===== config.mk =====
export PLATFORM = sky130hd
export DESIGN_NAME = mag_sched
export DESIGN_NICKNAME = d
export VERILOG_FILES = /design/src/rtl/mag_sched_pkg.sv /design/src/rtl/DW_sqrt.sv /design/src/rtl/mag_sched_rr_arbiter.sv /design/src/rtl/mag_sched.sv
export SDC_FILE = /design/constraint.sdc
export NUM_CORES = 1
export LEC_CHECK = 0
export BUFFER_PORTS_ARGS = -buffer_cell sky130_fd_sc_hd__buf_2
export CAP_MARGIN = 20
export CORE_MARGIN = 1.5
export CORE_UTILIZATION = 45
export CTS_CLUSTER_SIZE = 40
export DETAILED_ROUTE_END_ITERATION = 10
export MAX_ROUTING_LAYER = met4
export PLACE_DENSITY = 0.6
export REMOVE_ABC_BUFFERS = 1
export SYNTH_ARGS = -nofsm -noshare
export SYNTH_HDL_FRONTEND = slang
export SYNTH_SLANG_ARGS = --single-unit

===== constraint.sdc =====
create_clock -name clk -period 69.8 [get_ports clk]
set_input_delay 3.49 -clock clk [delete_from_list [all_inputs] [get_ports clk]]
set_output_delay 3.49 -clock clk [all_outputs]
set_load 0.005 [all_outputs]

===== src/rtl/mag_sched_pkg.sv =====
// Shared types and widths for the mag_sched root-sum-of-squares scheduler.
package mag_sched_pkg;

  typedef enum logic [1:0] {IDLE, ACCUM, SQRT, OUT} state_t;

  localparam int DATA_W = 8;
  localparam int SQ_W   = 16;
  localparam int ACC_W  = 20;
  localparam int ROOT_W = 10;

endpackage


===== src/rtl/DW_sqrt.sv =====
// Combinational integer square root, root = floor(sqrt(a)); tc_mode!=0 takes |a| of a signed input.
module DW_sqrt #(
  parameter int width   = 8,
  parameter int tc_mode = 0
) (
  input  logic [width-1:0]         a,
  output logic [(width+1)/2-1:0]   root
);

  localparam int RW = (width + 1) / 2;

  logic [width-1:0]  mag;
  logic [2*RW-1:0]   mag_ext;
  logic [2*RW-1:0]   sq;
  logic [RW-1:0]     q;
  logic [RW-1:0]     trial;

  assign mag     = (tc_mode != 0 && a[width-1]) ? -a : a;
  assign mag_ext = (2*RW)'(mag);

  // Decide one root bit per step, MSB first, keeping it when trial^2 still fits.
  always_comb begin
    q     = '0;
    trial = '0;
    sq    = '0;
    for (int i = RW - 1; i >= 0; i--) begin
      trial = q | (RW'(1) << i);
      sq    = (2*RW)'(trial) * (2*RW)'(trial);
      if (sq <= mag_ext) begin
        q = trial;
      end
    end
  end

  assign root = q;

endmodule


===== src/rtl/mag_sched_rr_arbiter.sv =====
// Round-robin pick: first asserted request at or after ptr, wrapping; purely combinational.
module rr_arbiter #(
  parameter int NREQ = 4
) (
  input  logic [NREQ-1:0]          req,
  input  logic [$clog2(NREQ)-1:0]  ptr,
  output logic [NREQ-1:0]          grant,
  output logic [$clog2(NREQ)-1:0]  grant_idx,
  output logic                     any_req
);

  localparam int IDX_W = $clog2(NREQ);

  logic [IDX_W:0] cand;

  // Scan from the farthest offset down so the nearest valid requester wins last.
  always_comb begin
    grant_idx = '0;
    any_req   = 1'b0;
    cand      = '0;
    for (int k = NREQ - 1; k >= 0; k--) begin
      cand = {1'b0, ptr} + (IDX_W+1)'(k);
      if (cand >= (IDX_W+1)'(NREQ)) begin
        cand = cand - (IDX_W+1)'(NREQ);
      end
      if (req[cand[IDX_W-1:0]]) begin
        grant_idx = cand[IDX_W-1:0];
        any_req   = 1'b1;
      end
    end
  end

  generate
    for (genvar gi = 0; gi < NREQ; gi++) begin : g_grant
      assign grant[gi] = any_req && (grant_idx == IDX_W'(gi));
    end
  endgenerate

endmodule


===== src/rtl/mag_sched.sv =====
// Round-robin shared sum-of-squares + sqrt datapath; one requester owns it per frame.
// Optional MAG_SAT_EN: saturating accumulator with sticky per-frame out_sat flag.
module mag_sched
  import mag_sched_pkg::*;
#(
  parameter int NREQ      = 4,
  parameter int MAX_BEATS = 16
) (
  input  logic                     clk,
  input  logic                     reset,
  input  logic [NREQ-1:0]          req_valid,
  input  logic [NREQ-1:0]          req_last,
  input  logic [DATA_W*NREQ-1:0]   req_data,
  output logic [NREQ-1:0]          req_ready,
  output logic                     out_valid,
  input  logic                     out_ready,
  output logic [ROOT_W-1:0]        out_root,
  output logic [$clog2(NREQ)-1:0]  out_id,
  output logic                     out_sat
);

  localparam int IDX_W = $clog2(NREQ);
  localparam int CNT_W = $clog2(MAX_BEATS + 1);

  state_t            state_reg, state_next;
  logic [IDX_W-1:0]  grant_reg, ptr_reg, arb_idx;
  logic [NREQ-1:0]   grant_oh_reg, arb_oh;
  logic              arb_any;
  logic [ACC_W-1:0]  acc_reg, acc_next;
  logic [CNT_W-1:0]  cnt_reg;
  logic [ROOT_W-1:0] root_w;

  logic              sel_valid, sel_last, beat, close;
  logic [DATA_W-1:0] sel_data;
  logic [SQ_W-1:0]   sq;

  rr_arbiter #(.NREQ(NREQ)) u_arb (
    .req       (req_valid),
    .ptr       (ptr_reg),
    .grant     (arb_oh),
    .grant_idx (arb_idx),
    .any_req   (arb_any)
  );

  DW_sqrt #(.width(ACC_W), .tc_mode(0)) u_sqrt (
    .a    (acc_reg),
    .root (root_w)
  );

  assign sel_valid = req_valid[grant_reg];
  assign sel_last  = req_last[grant_reg];
  assign sel_data  = req_data[grant_reg*DATA_W +: DATA_W];
  assign beat      = (state_reg == ACCUM) && sel_valid;
  assign sq        = SQ_W'(sel_data) * SQ_W'(sel_data);
  assign close     = sel_last || (cnt_reg == CNT_W'(MAX_BEATS - 1));

  // Ready depends on state only, so a producer's valid never loops back into its ready.
  assign req_ready = (state_reg == ACCUM) ? grant_oh_reg : '0;
  assign out_valid = (state_reg == OUT);

`ifdef MAG_SAT_EN
  logic [ACC_W:0] sum_w;
  logic           sat_reg;

  assign sum_w    = {1'b0, acc_reg} + (ACC_W+1)'(sq);
  assign acc_next = sum_w[ACC_W] ? {ACC_W{1'b1}} : sum_w[ACC_W-1:0];

  always_ff @(posedge clk or negedge reset) begin
    if (!reset) begin
      sat_reg <= 1'b0;
      out_sat <= 1'b0;
    end else begin
      if (state_reg == IDLE && arb_any) begin
        sat_reg <= 1'b0;
      end else if (beat) begin
        sat_reg <= sat_reg | sum_w[ACC_W];
      end
      if (state_reg == SQRT) begin
        out_sat <= sat_reg;
      end
    end
  end
`else
  assign acc_next = acc_reg + ACC_W'(sq);
  assign out_sat  = 1'b0;
`endif

  always_ff @(posedge clk or negedge reset) begin
    if (!reset) begin
      state_reg <= IDLE;
    end else begin
      state_reg <= state_next;
    end
  end

  always_comb begin
    state_next = state_reg;
    case (state_reg)
      IDLE:    if (arb_any) state_next = ACCUM;
      ACCUM:   if (beat && close) state_next = SQRT;
      SQRT:    state_next = OUT;
      OUT:     if (out_ready) state_next = IDLE;
      default: state_next = IDLE;
    endcase
  end

  always_ff @(posedge clk or negedge reset) begin
    if (!reset) begin
      ptr_reg      <= '0;
      grant_reg    <= '0;
      grant_oh_reg <= '0;
      acc_reg      <= '0;
      cnt_reg      <= '0;
      out_root     <= '0;
      out_id       <= '0;
    end else begin
      case (state_reg)
        IDLE: begin
          if (arb_any) begin
            grant_reg    <= arb_idx;
            grant_oh_reg <= arb_oh;
            ptr_reg      <= (arb_idx == IDX_W'(NREQ - 1)) ? '0 : arb_idx + 1'b1;
            acc_reg      <= '0;
            cnt_reg      <= '0;
          end
        end
        ACCUM: begin
          if (beat) begin
            acc_reg <= acc_next;
            cnt_reg <= cnt_reg + 1'b1;
          end
        end
        SQRT: begin
          out_root <= root_w;
          out_id   <= grant_reg;
        end
        default: ;
      endcase
    end
  end

endmodule

### After elaboration in Yosys (flattened, before gate mapping)

Cells that the tools add are included.

* bits in registers: 47
* input port bits: 43
* output and inout bits: 18
* word-level logic and storage cells: 118

* add/subtract/negate cells: 10
* $mul: 10
* magnitude comparators: 19
* eq/ne operators: 11
* shift-type cells: 1
* mux-type cells: 46
* reductions and logical operators: 13

Operators with widths (count)
* $le A20 B20 Y1: 9
* $mul A10 B10 Y20: 9
* $mux W20: 2
* $pmux W20 S2: 1
* $shiftx A32 B6 Y8: 1
* $mux W2: 13
* $add A20 B16 Y20: 1
* $le A19 B20 Y1 const A: 1
* $mul A8 B8 Y16: 1
* $lt A2 B3 Y1 const B: 5
* $mux W5: 3
* $bmux W1 S2: 6
* $mux W1: 11
* $mux W10: 1
* $pmux W5 S2: 1
* $ge A3 B3 Y1 const B: 3
* $mux W9: 1
* $eq A2 B2 Y1 const B: 4
* $mux W4: 2
* $mux W8: 1
* $pmux W2 S4: 1
* $sub A2 B1 Y2 const B: 4
* $mux W7: 1
* $add A2 B2 Y3 const B: 2
* 16 further kinds: 26

### Longest topological paths before layout

Gate-level depths: netlist of the first run.

* depth after elaboration: 29
* gate-level depth with buffers: 169
* depth with buffers taken out: 164

### By module

From an unflattened synthesis of the first run, not the netlist that was laid out.

* cell total of the unflattened synthesis: 1561
* area, all modules: 14228.6 um2

By module, submodules not included
* DW_sqrt: instances 1, cells an instance 1063, area each 9450.3 um2, sequential area each 0.0 um2
* mag_sched: instances 1, cells an instance 465, area each 4566.9 um2, sequential area each 1176.1 um2
* rr_arbiter: instances 1, cells an instance 33, area each 211.5 um2, sequential area each 0.0 um2

### Worst setup path after synthesis of the first run

No wires, ideal clock.

* path kind: reg-to-reg
* from: register acc_reg[18]
* to: register out_root[0]
* setup time: 83 ps
* arrival time: 35824 ps
* slack: 33893 ps
* cell stages (with the launch flop): 158
* cells stage by stage: dfrtp_1 > inv_1 > nand2_1 > ha_1 > nand3_1 > o41ai_1 > o21a_1 > buf_2 > ha_1 > xnor2_1 > xnor2_1 > ha_1 > a21oi_1 > nor2_1 > a211oi_1 > a2bb2oi_4 > ha_1 > ha_1 > [... 122 more ...] > inv_1 > fa_1 > fa_1 > fa_1 > ha_1 > a21o_1 > a221oi_1 > o21ai_0 > a311oi_1 > a22oi_1 > xor2_1 > ha_1 > nand4_1 > nor2_1 > nand2_1 > o31ai_1 > o21ai_0 > o21ai_0

* longest elaborated chain between the ends: 29

RTL lines
* start: declaration: RTL line mag_sched.sv:29 `logic [ACC_W-1:0] acc_reg, acc_next;`
* start signal: assignment: RTL line mag_sched.sv:129 `acc_reg <= acc_next;`
* $le A19 B20 Y1 (*): RTL line DW_sqrt.sv:29 `if (sq <= mag_ext) begin`
* $mux W10 (*): RTL line DW_sqrt.sv:29
* named net root_w[9]: RTL line mag_sched.sv:31 `logic [ROOT_W-1:0] root_w;`
* $mul A10 B10 Y20 (*): RTL line DW_sqrt.sv:28 `sq = (2*RW)'(trial) * (2*RW)'(trial);`
* $le A20 B20 Y1 (*): RTL line DW_sqrt.sv:29
* $mux W9 (*): RTL line DW_sqrt.sv:29
* named net root_w[8]: RTL line mag_sched.sv:31
* $mul A10 B10 Y20 (*): RTL line DW_sqrt.sv:28
* [... 2 more ...]
* named net root_w[7]: RTL line mag_sched.sv:31
* [... 3 more ...]
* named net root_w[6]: RTL line mag_sched.sv:31
* [... 6 more ...]
* named net root_w[4]: RTL line mag_sched.sv:31
* [... 3 more ...]
* named net root_w[3]: RTL line mag_sched.sv:31
* [... 3 more ...]
* named net root_w[2]: RTL line mag_sched.sv:31
* $mul A10 B10 Y20 (*): RTL line DW_sqrt.sv:28
* $le A20 B20 Y1 (*): RTL line DW_sqrt.sv:29
* $mux W2 (*): RTL line DW_sqrt.sv:29
* named net root_w[1]: RTL line mag_sched.sv:31
* $mul A10 B10 Y20 (*): RTL line DW_sqrt.sv:28
* $le A20 B20 Y1 (*): RTL line DW_sqrt.sv:29
* $mux W1 (*): RTL line DW_sqrt.sv:29
* end signal: assignment: RTL line mag_sched.sv:134 `out_root <= root_w;`
* end: declaration: RTL line mag_sched.sv:17 `output logic [ROOT_W-1:0] out_root,`

Mark *: on every way through the listed nets, which the timed path passes. The rest lies on a longest branch.
A chain may end at the register's enable or synchronous reset.

### Worst setup path in the final report of the first run

* from: register acc_reg[18]
* to: register out_root[0]

* longest elaborated chain between the ends: 29

RTL lines (RTL line)
* $le A19 B20 Y1 (*): DW_sqrt.sv:29
* $mux W10 (*): DW_sqrt.sv:29
* named net root_w[9]: mag_sched.sv:31
* $mul A10 B10 Y20: DW_sqrt.sv:28
* $le A20 B20 Y1: DW_sqrt.sv:29
* $mux W9: DW_sqrt.sv:29
* $mul A10 B10 Y20 (*): DW_sqrt.sv:28
* $le A20 B20 Y1 (*): DW_sqrt.sv:29
* [... 1 more ...]
* named net root_w[7]: mag_sched.sv:31
* [... 14 more ...]
* $mux W3: DW_sqrt.sv:29
* $mul A10 B10 Y20 (*): DW_sqrt.sv:28
* $le A20 B20 Y1 (*): DW_sqrt.sv:29
* $mux W2 (*): DW_sqrt.sv:29
* named net root_w[1]: mag_sched.sv:31
* $mul A10 B10 Y20 (*): DW_sqrt.sv:28
* $le A20 B20 Y1 (*): DW_sqrt.sv:29
* $mux W1 (*): DW_sqrt.sv:29

Marked as above.

==> results of run 1 <==
[final timing paths]
path	from	endpoint	slack, ns	cells after the start
min in group asynchronous	reset	cnt_reg[4]	3.29	2
max reg2reg	acc_reg[18]	out_root[0]	29.93	158
min reg2reg	cnt_reg[4]	cnt_reg[4]	0.50	2
max in group asynchronous	reset	out_root[0]	66.06	2
min	cnt_reg[4]	cnt_reg[4]	0.50	2
max	acc_reg[18]	out_root[0]	29.93	158
[critical path, delay by kind of cell (launching register included)]
kind | cells | cell delay (ns)
fa+ha+maj | 54 | 19.87
compound gates | 41 | 9.56
simple gates | 31 | 4.91
buf+inv | 21 | 3.39
xor+xnor | 11 | 1.58
flops | 1 | 0.42
[logic make-up (layout without fill, tap and decap cells)]
group	after synthesis	count (layout)
AO/OA/AOI/OAI	269	269
other	1	1
flip-flops	47	47
XOR/XNOR	100	100
adder cells (fa/ha/maj)	470	470
AND/OR/NAND/NOR	333	333
multiplexers	26	26
buffers and inverters	256	303
[metal layers]
metal	vias up	GRT usage
li1	5248	-
met1	5268	0.307
met2	202	0.426
met3	71	0.0190
met4	0	0.105
met5	-	-
[final cells by class]
| type | instances | area share |
|---|---|---|
| clock inverters | 3 | 0.00187 |
| repair buffers | 66 | 0.0236 |
| flip-flops and latches | 47 | 0.0799 |
| well taps | 396 | 0.0337 |
| inverters | 229 | 0.0587 |
| clock buffers | 5 | 0.00850 |
| multi-input cells | 1199 | 0.794 |
[Yosys cell counts, drive strengths merged (3+ instances only)]
| library cell | instances | area share |
|---|---|---|
| o22ai | 4 | 0.0018 |
| fa | 145 | 0.21 |
| nand2 | 109 | 0.030 |
| a21o | 31 | 0.017 |
| a2111oi | 4 | 0.0025 |
| mux2i | 4 | 0.0032 |
| or3 | 3 | 0.0014 |
| o31ai | 11 | 0.0063 |
| and2 | 37 | 0.017 |
| o21bai | 11 | 0.0060 |
| ha | 325 | 0.29 |
| a31o | 6 | 0.0038 |
| and3 | 8 | 0.0036 |
| xor2 | 32 | 0.020 |
| clkbuf | 15 | 0.0041 |
| nor3b | 3 | 0.0016 |
| and4 | 3 | 0.0019 |
| nor4b | 3 | 0.0019 |
| a211o | 3 | 0.0019 |
| a21oi | 73 | 0.026 |
| a211oi | 10 | 0.0054 |
| dfrtp | 47 | 0.085 |
| o211ai | 5 | 0.0027 |
| nand3 | 26 | 0.0094 |
| inv | 228 | 0.062 |
| mux4 | 10 | 0.016 |
| o21ai | 61 | 0.022 |
| nand2b | 7 | 0.0032 |
| a31oi | 8 | 0.0036 |
| o21a | 16 | 0.0087 |
| nor2 | 69 | 0.019 |
| mux2 | 12 | 0.010 |
| a22oi | 3 | 0.0016 |
| nor3 | 20 | 0.0076 |
| xnor2 | 66 | 0.042 |
| nor2b | 11 | 0.0050 |
| nor4 | 6 | 0.0038 |
| nand4 | 16 | 0.0072 |
| buf | 12 | 0.0050 |
[stage by stage]
| step | setup slack, ns | instance area [um^2] |
|---|---|---|
| 2_1_floorplan | 33.35 | 13700 |
| 3_3_place_gp | 31.00 | 14600 |
| 3_5_place_dp | 30.27 | 14600 |
| 4_1_cts | 30.04 | 14700 |
| 5_1_grt | 27.28 | 14700 |
| 6_report | 29.93 | 14700 |
[placed cells by master (no fill, tap or decap), types with 10 or more instances in the layout]
| cell | n |
|---|---|
| mux2_2 | 11 |
| nand2_1 | 109 |
| o31ai_1 | 10 |
| nand4_1 | 16 |
| xor2_1 | 32 |
| a21o_1 | 31 |
| inv_1 | 224 |
| dfrtp_1 | 47 |
| nor3_1 | 19 |
| a211oi_1 | 10 |
| nand3_1 | 26 |
| o21a_1 | 16 |
| o21bai_1 | 11 |
| xnor2_1 | 66 |
| buf_2 | 59 |
| o21ai_0 | 60 |
| nor2_1 | 68 |
| fa_1 | 145 |
| nor2b_1 | 11 |
| a21oi_1 | 73 |
| mux4_2 | 10 |
| ha_1 | 325 |
| and2_1 | 37 |
==> results.json, run 1 <==
{
  "outcome": "complete, no violations",
  "synth_compound_area_frac": 0.126,
  "finalNonFillerCells": 1945,
  "grt_pass1_wl_um": 59300,
  "met2_length_um": 18000,
  "final_util": 0.484,
  "wire_per_inst_um": 19.1,
  "placed_cells": 1937,
  "grt.total_usage": 0.250,
  "setup_viol": 0,
  "seqCellArea_um2": 1180,
  "numPortBuffers": 59,
  "synthToLayoutAreaGrowth_pct": 6.29,
  "wirelength_um": 37100,
  "synth_edf_count": 0,
  "postCtsHoldBufs": 0,
  "slew_headroom": 0.326,
  "worstMarginPinSlew_ns": 1.01,
  "drtPass1Iterations": 5,
  "via_count": 10800,
  "post_synth.cell_area_avg_um2": 9.22,
  "finalSetupTns_ns": 0,
  "yosys.area_share.simple": 0.119,
  "synthAdderAreaFrac": 0.503,
  "wl_met3_um": 1150,
  "largest_reg_flops": 20,
  "drive_above_1_share": 0.0742,
  "synth_area_um2": 13900,
  "yosys.area_share.xor_xnor": 0.0652,
  "post_cts_buffers": 0,
  "fin_crit_sh": 0.571,
  "ant_nets": 0,
  "slew_violations": 0,
  "cts_root_buf": "clkbuf_16",
  "synth_top_family_by_area": "adder cells",
  "cts_buffers": 5,
  "place_congestion": 0.958,
  "nFillCells": 2918,
  "drv_cap": 0,
  "ios": 61,
  "crit_type": "reg -> reg",
  "grt_overflow": 0,
  "dieHeight_um": 178,
  "synthArstFlopShare": 1.00,
  "n_antenna_cell": 0,
  "fin_crit_ns": 39.87,
  "max_freq_ghz": 0.0251,
  "required_ns": 70.01,
  "yosysUniqueCellTypes": 80,
  "htreeDepth": 2,
  "synth_seq_cells": 47,
  "hold_slack_ns": 0.496,
  "design.core.area_um2": 30400,
  "crit_fanout": 22,
  "rsz0062_at_grt": "no",
  "cts_sinks": 47,
  "cpPeakStageDelay_ns": 0.60,
  "m1WireLength_um": 16300,
  "ys_warn_count": 0,
  "grt_max_degree": 48,
  "cpMaxStageDelayCell": "fa_1",
  "grt_pass1_vias": 11300,
  "detail_route.iter0.violations": 482,
  "cts_resized": 0,
  "ys_seq_area_frac": 0.0849,
  "synth_cells": 1502,
  "critPathArrivalTime_ns": 40.08,
  "startpoint_type": "flip-flop",
  "die_w_um": 178,
  "ys.flop_type": "dfrtp_1",
  "die-area_um2": 31800,
  "path_common_cell": "ha_1",
  "via_per_inst": 5.55,
  "worstSetupEndpointType": "flip-flop",
  "antenna_found_initial": 0,
  "hold_path_class": "reg -> reg",
  "synth_mux_area_frac": 0.0294,
  "fin_skew_ns": 0.00628,
  "hold_viol": 0,
  "cts_tree": "done",
  "drc": 0,
  "rows": 64,
  "layout.nets": 2061,
  "highest_layer": "met4",
  "clockBufferDepth": 2,
  "multiInputGateArea_um2": 11700,
  "start_util": 0.455,
  "clk_pin_slew_ns": 0.07,
  "place_hpwl_um": 31300,
  "clk_latency_ns": 0.30
}
Power of run 1 is not shown: default switching activity piles up to over one toggle a cycle in this logic, so the estimate is an artifact.
==> run 2, diff against run 1 <==
PLACE_DENSITY = 0.63   (was 0.6)
clock period = 35.7 ns   (was 69.8 ns; I/O delays follow)
==> results.json, run 2 (synthesis results as in run 1) <==
{
  "numPortBuffers": 59,
  "path_common_cell": "ha_1",
  "cpPeakStageDelay_ns": 0.62,
  "final_cell_mix": "ha_1 (300), inv_1 (214), fa_1 (130), nand2_1 (102), xnor2_1 (64)",
  "nFillCells": 2847,
  "clockBufferDepth": 2,
  "r2r-start": "acc_reg[19]",
  "crit_type": "reg -> reg",
  "synthToLayoutAreaGrowth_pct": 14.3,
  "grt_pass1_vias": 11800,
  "dieHeight_um": 178,
  "detail_route.iter0.violations": 633,
  "n_antenna_cell": 0,
  "cts_tree": "done",
  "grt_max_degree": 48,
  "hold_path_class": "reg -> reg",
  "wirelength_um": 36400,
  "ios": 61,
  "cts_buffers": 5,
  "slew_headroom": 0.327,
  "grt_overflow": 0,
  "outcome": "complete, no violations",
  "required_ns": 35.93,
  "place_congestion": 0.960,
  "holdPathEnd": "cnt_reg[4]",
  "design.core.area_um2": 30400,
  "fin_skew_ns": 0.00769,
  "rows": 64,
  "layout.nets": 2115,
  "r2r_end": "out_root[0]",
  "rr_worst_depth": 160,
  "clk_pin_slew_ns": 0.07,
  "cts_root_buf": "clkbuf_16",
  "hp-start": "cnt_reg[4]",
  "die_w_um": 178,
  "start_util": 0.455,
  "slew_violations": 0,
  "fin_crit_sh": 0.962,
  "crit_buf_inv": 19,
  "max_freq_ghz": 0.0291,
  "grt.total_usage": 0.241,
  "worstHoldPathCells": 2,
  "largest_reg_flops": 20,
  "cpLargestDelayFamily": "adder cells",
  "drtPass1Iterations": 4,
  "antenna_found_initial": 0,
  "place_hpwl_um": 29700,
  "setup_viol": 0,
  "hold_viol": 0,
  "die-area_um2": 31800,
  "critPathArrivalTime_ns": 34.56,
  "final_common_cell": "ha_1",
  "wire_per_inst_um": 18.2,
  "drc": 0,
  "clk_latency_ns": 0.30,
  "via_count": 11100,
  "ff2ff_setup_slack_ns": 1.37,
  "fin_crit_ns": 34.33,
  "via_per_inst": 5.54,
  "ant_nets": 0,
  "drv_cap": 0,
  "drive_above_1_share": 0.178,
  "postCtsHoldBufs": 0,
  "worstMarginPinSlew_ns": 1.01,
  "grt_pass1_wl_um": 58600,
  "worstSetupEndpointType": "flip-flop",
  "crit_fanout": 7,
  "htreeDepth": 2,
  "startpoint_type": "flip-flop",
  "finalSetupTns_ns": 0,
  "cts_sinks": 47,
  "cpMaxStageDelayCell": "or4b_2"
}
## run 2: changes by cell type in the layout (fill, tap and decap cells not counted), sizes merged
cell  before  now
buf       66  120
## run 2: how the worst max path moves through the flow
stage	start	end	slack, ns	cells after the start
after floorplan	acc_reg[18]	out_root[0]	-0.75	153
after global placement	acc_reg[9]	out_root[0]	-0.24	157
after CTS	acc_reg[9]	out_root[0]	0.0006	157
after global routing	acc_reg[19]	out_root[0]	-0.38	160
after detailed placement	acc_reg[5]	out_root[0]	-0.85	157
final	acc_reg[19]	out_root[0]	1.37	160
## run 2: metrics by stage
| step | setup slack (ns) | hold slack, ns | cell area (um^2) | utilization | cells |
|---|---|---|---|---|---|
| finish | 1.37 | 0.489 | 15800 | 0.520 | 1999 |
| floorplan | -0.746 | 0.449 | 13700 | - | 1475 |
| CTS | 0.000561 | 0.490 | 15000 | 0.493 | 1974 |
| detailed placement | -0.852 | 0.472 | 14800 | 0.485 | 1962 |
| global route | -0.379 | 0.511 | 15800 | 0.520 | 1999 |
| global placement | -0.238 | 0.463 | 14800 | 0.485 | 1962 |
## run 2: cell type report
| cell class | count | area [um^2] | share of cell area |
|---|---|---|---|
| Sequential cell | 47 | 1180 | 0.0743 |
| Timing Repair Buffer | 120 | 791 | 0.0500 |
| Clock buffer | 5 | 125 | 0.00790 |
| Clock inverter | 3 | 27.5 | 0.00174 |
| Inverter | 229 | 877 | 0.0554 |
| Tap cell | 396 | 495 | 0.0313 |
| Multi-Input combinational cell | 1199 | 12300 | 0.779 |
## run 2: per-layer routing
metal,track usage,routed length (um),vias up
li1,-,-,5347
met1,0.307,16300,5459
met2,0.415,17900,221
met3,0.0226,1420,56
met4,0.0521,822,0
met5,-,0,-
## run 2: worst min-delay path: stages, from the launching register on
cell and delay [ns]:
dfrtp_1 0.35, nand2_1 0.05, o31ai_1 0.06
## run 2: repair_timing
action	4_1_cts	5_1_grt
buffers inserted	4	25
pin swaps	4	91
setup endpoints to repair	1	1
resized for setup	18	142
Power of run 2 is left out for the same reason.
